## config.mk

```make
export PLATFORM = sky130hd
export DESIGN_NAME = imem_loader_flat
export DESIGN_NICKNAME = d
export VERILOG_FILES = /design/src/rtl/imem_loader_if.sv /design/src/rtl/imem_loader.sv /design/src/flat_wrapper.sv
export SDC_FILE = /design/constraint.sdc
export NUM_CORES = 1
export LEC_CHECK = 0
export ABC_AREA = 1
export CAP_MARGIN = 20
export CORE_ASPECT_RATIO = 1.1
export CORE_MARGIN = 2
export CORE_UTILIZATION = 58
export DETAILED_ROUTE_END_ITERATION = 12
export PLACE_DENSITY = 0.79
export SLEW_MARGIN = 20
export SYNTH_ARGS = -nofsm -noshare
export SYNTH_HDL_FRONTEND = slang
export SYNTH_SLANG_ARGS = --single-unit
export TNS_END_PERCENT = 30
```

## constraint.sdc

```tcl
create_clock -name clk -period 5.6 [get_ports clk]
set_clock_uncertainty 0.05 [all_clocks]
set_input_delay 1.68 -clock clk [delete_from_list [all_inputs] [get_ports clk]]
set_output_delay 1.68 -clock clk [all_outputs]
set_load 0.1 [all_outputs]
```

## src/rtl/imem_loader_if.sv

```systemverilog
// Bundles the UART byte stream, load control/status and the instruction RAM
// write port of the program loader; slave is the loader, master its environment.
interface imem_loader_if #(
  parameter int ADDR_W = 16
);
  logic              load_req;
  logic              uart_done;
  logic [7:0]        buffer;
  logic              ram_we;
  logic [ADDR_W-1:0] ram_addr;
  logic [7:0]        ram_din;
  logic              cpu_hold;
  logic              load_busy;
  logic              load_ok;
  logic              load_err;
  logic [1:0]        err_code;

  modport master (
    output load_req, uart_done, buffer,
    input  ram_we, ram_addr, ram_din, cpu_hold, load_busy, load_ok, load_err, err_code
  );

  modport slave (
    input  load_req, uart_done, buffer,
    output ram_we, ram_addr, ram_din, cpu_hold, load_busy, load_ok, load_err, err_code
  );
endinterface

```

## src/rtl/imem_loader.sv

```systemverilog
// Frames a length/data/checksum packet from the UART into instruction RAM byte
// writes and keeps the core held until a checksum-verified image is loaded.
module imem_loader #(
  parameter int ADDR_W  = 16,
  parameter int TIMEOUT = 1_000_000
) (
  input logic          clk,
  input logic          rst,
  imem_loader_if.slave bus
);

  localparam int               CNT_W   = $clog2(TIMEOUT + 1);
  localparam logic [CNT_W-1:0] CNT_MAX = CNT_W'(TIMEOUT - 1);
  localparam logic [32:0]      MAX_LEN = 33'd1 << ADDR_W;

  localparam logic [1:0] ERR_TIMEOUT  = 2'b01;
  localparam logic [1:0] ERR_OVERFLOW = 2'b10;
  localparam logic [1:0] ERR_CHECKSUM = 2'b11;

  typedef enum logic [2:0] {
    IDLE,
    LEN_LO,
    LEN_HI,
    DATA,
    CSUM,
    DONE,
    ERR
  } state_t;

  state_t            state;
  logic [7:0]        len_lo;
  logic [ADDR_W:0]   len;
  logic [ADDR_W:0]   index;
  logic [ADDR_W:0]   next_index;
  logic [7:0]        sum;
  logic [CNT_W-1:0]  tcnt;
  logic              start;
  logic              busy_state;

  // A new download is only accepted when no download is currently running.
  assign start      = bus.load_req && (state == IDLE || state == DONE || state == ERR);
  assign busy_state = (state == LEN_LO) || (state == LEN_HI) || (state == DATA) || (state == CSUM);
  assign next_index = index + {{ADDR_W{1'b0}}, 1'b1};

  always_ff @(posedge clk or posedge rst) begin
    if (rst) begin
      state         <= IDLE;
      len_lo        <= '0;
      len           <= '0;
      index         <= '0;
      sum           <= '0;
      tcnt          <= '0;
      bus.ram_we    <= 1'b0;
      bus.ram_addr  <= '0;
      bus.ram_din   <= '0;
      bus.cpu_hold  <= 1'b1;
      bus.load_busy <= 1'b0;
      bus.load_ok   <= 1'b0;
      bus.load_err  <= 1'b0;
      bus.err_code  <= 2'b00;
    end else begin
      bus.ram_we <= 1'b0;
      if (start) begin
        state         <= LEN_LO;
        index         <= '0;
        sum           <= '0;
        tcnt          <= '0;
        bus.cpu_hold  <= 1'b1;
        bus.load_busy <= 1'b1;
        bus.load_ok   <= 1'b0;
        bus.load_err  <= 1'b0;
        bus.err_code  <= 2'b00;
      end else if (busy_state) begin
        // A byte arriving on the same edge as the timeout takes priority.
        if (bus.uart_done) begin
          tcnt <= '0;
          case (state)
            LEN_LO: begin
              len_lo <= bus.buffer;
              state  <= LEN_HI;
            end
            LEN_HI: begin
              if ({17'd0, bus.buffer, len_lo} > MAX_LEN) begin
                state         <= ERR;
                bus.load_busy <= 1'b0;
                bus.load_err  <= 1'b1;
                bus.err_code  <= ERR_OVERFLOW;
              end else begin
                len   <= (ADDR_W + 1)'({bus.buffer, len_lo});
                state <= ({bus.buffer, len_lo} == 16'd0) ? CSUM : DATA;
              end
            end
            DATA: begin
              bus.ram_we   <= 1'b1;
              bus.ram_addr <= index[ADDR_W-1:0];
              bus.ram_din  <= bus.buffer;
              sum          <= sum + bus.buffer;
              index        <= next_index;
              if (next_index == len) state <= CSUM;
            end
            CSUM: begin
              bus.load_busy <= 1'b0;
              if (bus.buffer == sum) begin
                state        <= DONE;
                bus.load_ok  <= 1'b1;
                bus.cpu_hold <= 1'b0;
              end else begin
                state        <= ERR;
                bus.load_err <= 1'b1;
                bus.err_code <= ERR_CHECKSUM;
              end
            end
            default: state <= state;
          endcase
        end else if (tcnt == CNT_MAX) begin
          state         <= ERR;
          bus.load_busy <= 1'b0;
          bus.load_err  <= 1'b1;
          bus.err_code  <= ERR_TIMEOUT;
        end else begin
          tcnt <= tcnt + CNT_W'(1);
        end
      end
    end
  end

endmodule

```

## src/flat_wrapper.sv

```systemverilog
// flat-port wrapper written by rule: the top's interface ports become plain ports
module imem_loader_flat 
#(
  parameter int ADDR_W  = 16,
  parameter int TIMEOUT = 1_000_000
)
  (clk, rst, bus_load_req, bus_uart_done, bus_buffer, bus_ram_we, bus_ram_addr, bus_ram_din, bus_cpu_hold, bus_load_busy, bus_load_ok, bus_load_err, bus_err_code);
  imem_loader_if #(.ADDR_W(ADDR_W)) bus_i ();
  input logic clk;
  input logic rst;
  input wire logic [$bits(bus_i.load_req)-1:0] bus_load_req;
  input wire logic [$bits(bus_i.uart_done)-1:0] bus_uart_done;
  input wire logic [$bits(bus_i.buffer)-1:0] bus_buffer;
  output wire logic [$bits(bus_i.ram_we)-1:0] bus_ram_we;
  output wire logic [$bits(bus_i.ram_addr)-1:0] bus_ram_addr;
  output wire logic [$bits(bus_i.ram_din)-1:0] bus_ram_din;
  output wire logic [$bits(bus_i.cpu_hold)-1:0] bus_cpu_hold;
  output wire logic [$bits(bus_i.load_busy)-1:0] bus_load_busy;
  output wire logic [$bits(bus_i.load_ok)-1:0] bus_load_ok;
  output wire logic [$bits(bus_i.load_err)-1:0] bus_load_err;
  output wire logic [$bits(bus_i.err_code)-1:0] bus_err_code;
  assign bus_i.load_req = bus_load_req;
  assign bus_i.uart_done = bus_uart_done;
  assign bus_i.buffer = bus_buffer;
  assign bus_ram_we = bus_i.ram_we;
  assign bus_ram_addr = bus_i.ram_addr;
  assign bus_ram_din = bus_i.ram_din;
  assign bus_cpu_hold = bus_i.cpu_hold;
  assign bus_load_busy = bus_i.load_busy;
  assign bus_load_ok = bus_i.load_ok;
  assign bus_load_err = bus_i.load_err;
  assign bus_err_code = bus_i.err_code;
  imem_loader #(.ADDR_W(ADDR_W), .TIMEOUT(TIMEOUT)) u_core (.clk(clk), .rst(rst), .bus(bus_i));
endmodule
```

**Word level (Yosys, flattened, before mapping)**

Cells that the tools add are included.

- Bits in registers: 103
- Bits of input ports: 12
- Output and inout port bits: 31
- Word-level logic and storage cells: 106

- Add/sub/neg operators: 3
- Equal/unequal tests: 14
- Multiplexer cells: 51
- Bitwise gates (word level): 1
- Reduce and logical (&&, ||, !) cells: 23

Operators with widths:

| kind | number |
|---|---|
| 20-bit 2-to-1 mux | 4 |
| 17-bit 2-to-1 mux | 4 |
| 8-bit 2-to-1 mux | 4 |
| 1-bit 2-to-1 mux | 25 |
| 4-bit AND reduction | 6 |
| 20-bit by 1-bit adder with 20-bit output (second input constant) | 1 |
| 20-bit == test (second input constant) | 1 |
| 3-bit 2-to-1 mux | 6 |
| 17-bit by 1-bit adder with 17-bit output (second input constant) | 1 |
| 17-bit by 16-bit == test with 1-bit output | 1 |
| 16-bit zero test | 1 |
| 2-bit 2-to-1 mux | 7 |
| 3-bit one-hot mux with 4 select lines | 1 |
| 2-bit nonzero test | 5 |
| 3-bit == test (second input constant) | 3 |
| 8-bit adder | 1 |
| 8-bit == test | 1 |
| 3-bit by 2-bit == test with 1-bit output (second input constant) | 2 |
| 3-bit by 2-bit != test with 1-bit output (second input constant) | 2 |
| 6-bit by 1-bit != test with 1-bit output (second input constant) | 1 |
| 3-bit AND reduction | 2 |
| 1-bit logical OR | 5 |
| 4-bit by 3-bit != test with 1-bit output (second input constant) | 1 |
| 3-bit by 1-bit == test with 1-bit output (second input constant) | 1 |
| 6 further kinds | 6 |

**Depth between registers and ports, before layout**

- Word-level depth: 7
- Mapped depth: 16
- Mapped depth without buffers: 16

**Worst setup path after synthesis**

Ideal clock, no wire load.

- Path type: reg-to-output
- Start point: register u_core.bus.err_code[0]
- End point: output bus_err_code[0]
- Arrival: 1.340 ns
- Data required time: 3.870 ns
- Slack: 2.530 ns
- Stages on the path, launching flop included: 2
- Path buffers: 1
- Path through: dfrtp_1 buf_4

RTL lines:

| element | RTL line | text |
|---|---|---|
| start, declared | imem_loader_if.sv:25 | `output ram_we, ram_addr, ram_din, cpu_hold, load_busy, load_ok, load_err, err_code` |
| start signal, assigned | imem_loader.sv:60 | `bus.err_code <= 2'b00;` |
| start signal, assigned | imem_loader.sv:72 | `bus.err_code <= 2'b00;` |
| start signal, assigned | imem_loader.sv:87 | `bus.err_code <= ERR_OVERFLOW;` |
| end, declared | flat_wrapper.sv:21 | `output wire logic [$bits(bus_i.err_code)-1:0] bus_err_code;` |

No word-level cell between the ends.

**Final worst setup path**

- Start point: register u_core.bus.cpu_hold
- End point: output bus_cpu_hold

RTL lines:

| element | RTL line | text |
|---|---|---|
| start, declared | imem_loader_if.sv:25 |  |
| start signal, assigned | imem_loader.sv:56 | `bus.cpu_hold <= 1'b1;` |
| start signal, assigned | imem_loader.sv:68 | `bus.cpu_hold <= 1'b1;` |
| start signal, assigned | imem_loader.sv:106 | `bus.cpu_hold <= 1'b0;` |
| end, declared | flat_wrapper.sv:17 | `output wire logic [$bits(bus_i.cpu_hold)-1:0] bus_cpu_hold;` |

No word-level cell between the ends.

==> metrics.yaml <==
status:
  status: "complete, no violations"
cells_and_area:
  final_cell_mix: "184 x nand2_1, 101 x dfrtp_1, 79 x inv_1"
  fill_cells: 767
  seq_area_um2: 2550
  area_growth_pct: 12.8
  final_common_cell: "nand2_1"
  final_layout_size_suffix_gt1_frac: 0.0642
  multi_input_area_um2: 2390
  diodes: 0
  finalInstanceArea_um2: 6020
  num-nets-final: 735
clock_network:
  cts_made_buffers: 9
  clock-sinks: 102
  cts_hold_buf: 0
  post_cts_buffers: 0
  insertion_delay_ps: 360
  cts_resized: 0
  cts_max_level: 3
  clk_pin_slew_ps: 80
  cts_tree: "built"
  cts_root_buf: "clkbuf_8"
  cts.path.max_buffers: 2
floorplanning:
  start_util: 0.598
  pin_count: 43
  fp-row-count: 36
  die_height_um: 105
  design.core.area_um2: 8920
  fp.dieW_um: 95.5
  dieArea_um2: 9990
worst_hold_path:
  min_from: "u_core.bus.cpu_hold"
  hold_class: "reg -> reg"
timing:
  tns_ps: 0
  finalSetupViolations: 0
  rsz0062_at_grt: "no"
  worstMarginPinSlew_ps: 975
  hold_viol: 0
  period_share: 0.673
  max_freq_mhz: 265
  period_needed_ps: 3770
  slew_headroom: 0.348
  slew_violations: 0
yosys:
  synth-simple-area-share: 0.282
  synthAdderAreaFrac: 0.0248
  synth_top_family_by_area: "simple AND/OR/NAND/NOR gates"
  yosys.cell_types.count: 42
  ys_seq_area_frac: 0.478
  synthXorXnorAreaFrac: 0.0206
  syn_nets: 694
  yosysWarnings: 0
  synthCells: 672
  synth.mux.area_fraction: 0
  ys_ff_latch: 102
  synth_compound_area_frac: 0.120
  syn-cell-area_um2: 5340
  syn_avg_cell_area_um2: 7.94
placement:
  port_buffers: 42
  placed_area_um2: 5860
  dp_hpwl_mm: 8.63
  place.gp.congestion: 0.911
routing:
  num_vias: 4518
  totalWireLength_mm: 11.8
  drt_iter0_markers: 187
  antenna_left: 0
  post_drt_wl_per_cell_um: 14.2
  drt-vias-per-instance: 5.44
  drtPass1Iterations: 5
  drc: 0
setup_path:
  slowest_stage: "clkdlybuf4s50_1"
  crit_arrival_ps: 2040
  crit_path_max_fanout: 2
  cp.required_ps: 3870
  crit_family: "buffers and inverters"
  crit_type: "reg -> out"
  crit_start: "u_core.bus.cpu_hold"
  cpPeakStageDelay_ps: 1140
  crit_buf_inv: 1
  worstPathCellList: "clkdlybuf4s50_1"
  reg2reg_from: "u_core.index[0]"
  end_kind: "primary output"
  cp-start-kind: "flop"
grt:
  grt_pass1_vias: 4572
  grt_pass1_wl_mm: 20.2
  grt_max_degree: 64
  antenna_found_initial: 0
  track_usage: 0.254
  grt-ovfl-total: 0
power:
  p_leak_nw: 2.80
  vdd_drop_max_uv: 377
  power.density_nw_per_um2: 520
job:
  drv_cap: 0
==> area by class of cell <==
cell class / count / area share
sequential: 102 / 0.424
clock inverter: 3 / 0.00374
multi-input combinational: 469 / 0.397
timing repair buffer: 45 / 0.0736
clock buffer: 11 / 0.0235
inverter: 86 / 0.0540
tap: 114 / 0.0237
==> power breakdown <==
group	internal [W]	switching, W	total, W
combinational	0.000428	0.00119	0.00162
sequential	0.000943	0.000152	0.00109
clock	0.000169	0.000241	0.000410
total	0.00154	0.00159	0.00313
==> cells in the mapped netlist (all sizes together) <==
cell type,count,share of area
nand2,187,0.14
dfrtp,101,0.47
inv,86,0.060
o21ai,75,0.071
nor2,65,0.052
nand3,43,0.048
a21oi,23,0.022
nand4,14,0.019
o22ai,13,0.015
ha,9,0.021
clkbuf,8,0.0056
nor3,8,0.0094
buf,7,0.0075
xor2,7,0.011
nand3b,5,0.0070
nor3b,3,0.0052
o21a,3,0.0042
xnor2,3,0.0049
nor4,2,0.0035
a22o,1,0.0016
a32o,1,0.0019
and2,1,0.0012
and3,1,0.0012
dfstp,1,0.0049
fa,1,0.0038
o21bai,1,0.0014
o2bb2ai,1,0.0016
o31ai,1,0.0014
xnor3,1,0.0042
==> cell families (layout without fill, tap and decap cells) <==
| logic type | Yosys count | after routing |
|---|---|---|
| simple gates | 329 | 329 |
| compound gates | 119 | 119 |
| xor+xnor | 11 | 11 |
| fa+ha+maj | 10 | 10 |
| flops | 102 | 102 |
| buf+inv | 101 | 145 |
==> final timing paths <==
path | endpoint | slack [ps] | cells after the start
setup / recovery | bus_cpu_hold | 1830 | 1
hold / removal | u_core.bus.cpu_hold | 430 | 2
setup reg to reg | u_core.state[2] | 3310 | 16
hold reg to reg | u_core.bus.cpu_hold | 430 | 2
max in group asynchronous | u_core.len_lo[2] | 3060 | 3
min in group asynchronous | u_core.bus.ram_addr[12] | 1640 | 2
==> registers in the layout (all words and copies together) (netlist names) <==
| name | flops |
|---|---|
| u_core.bus.ram_addr | 16 |
| u_core.bus.ram_din | 8 |
| u_core.index | 17 |
| u_core.bus.ram_we | 1 |
| u_core.tcnt | 20 |
| u_core.bus.err_code | 2 |
| u_core.len_lo | 8 |
| u_core.bus.cpu_hold | 1 |
| u_core.len | 16 |
| u_core.bus.load_busy | 1 |
| u_core.state | 3 |
| u_core.sum | 8 |
| u_core.bus.load_ok | 1 |
==> metal layers <==
layer | global-route usage | routed length [um] | up-vias | part of all wire
li1 | - | - | 2264 | -
met1 | 0.322 | 5080 | 2123 | 0.43
met2 | 0.438 | 5960 | 102 | 0.51
met3 | 0.0288 | 398 | 29 | 0.034
met4 | 0.102 | 323 | 0 | 0.027
met5 | 0 | 0 | - | 0
==> per-stage QoR <==
stage / power (W) / cells / setup slack [ps] / util / hold WS [ps]
CTS: 0.00314 / 830 / 1810 / 0.675 / 441
finish: 0.00313 / 830 / 1830 / 0.675 / 431
detailed placement: 0.00273 / 816 / 1820 / 0.657 / 426
global route: 0.00334 / 830 / 1810 / 0.675 / 471
global placement: 0.00268 / 816 / 1870 / 0.657 / 410
floorplan: 0.00236 / 672 / 1200 / - / 403
No activity file was read; power rests on OpenSTA's default activity.
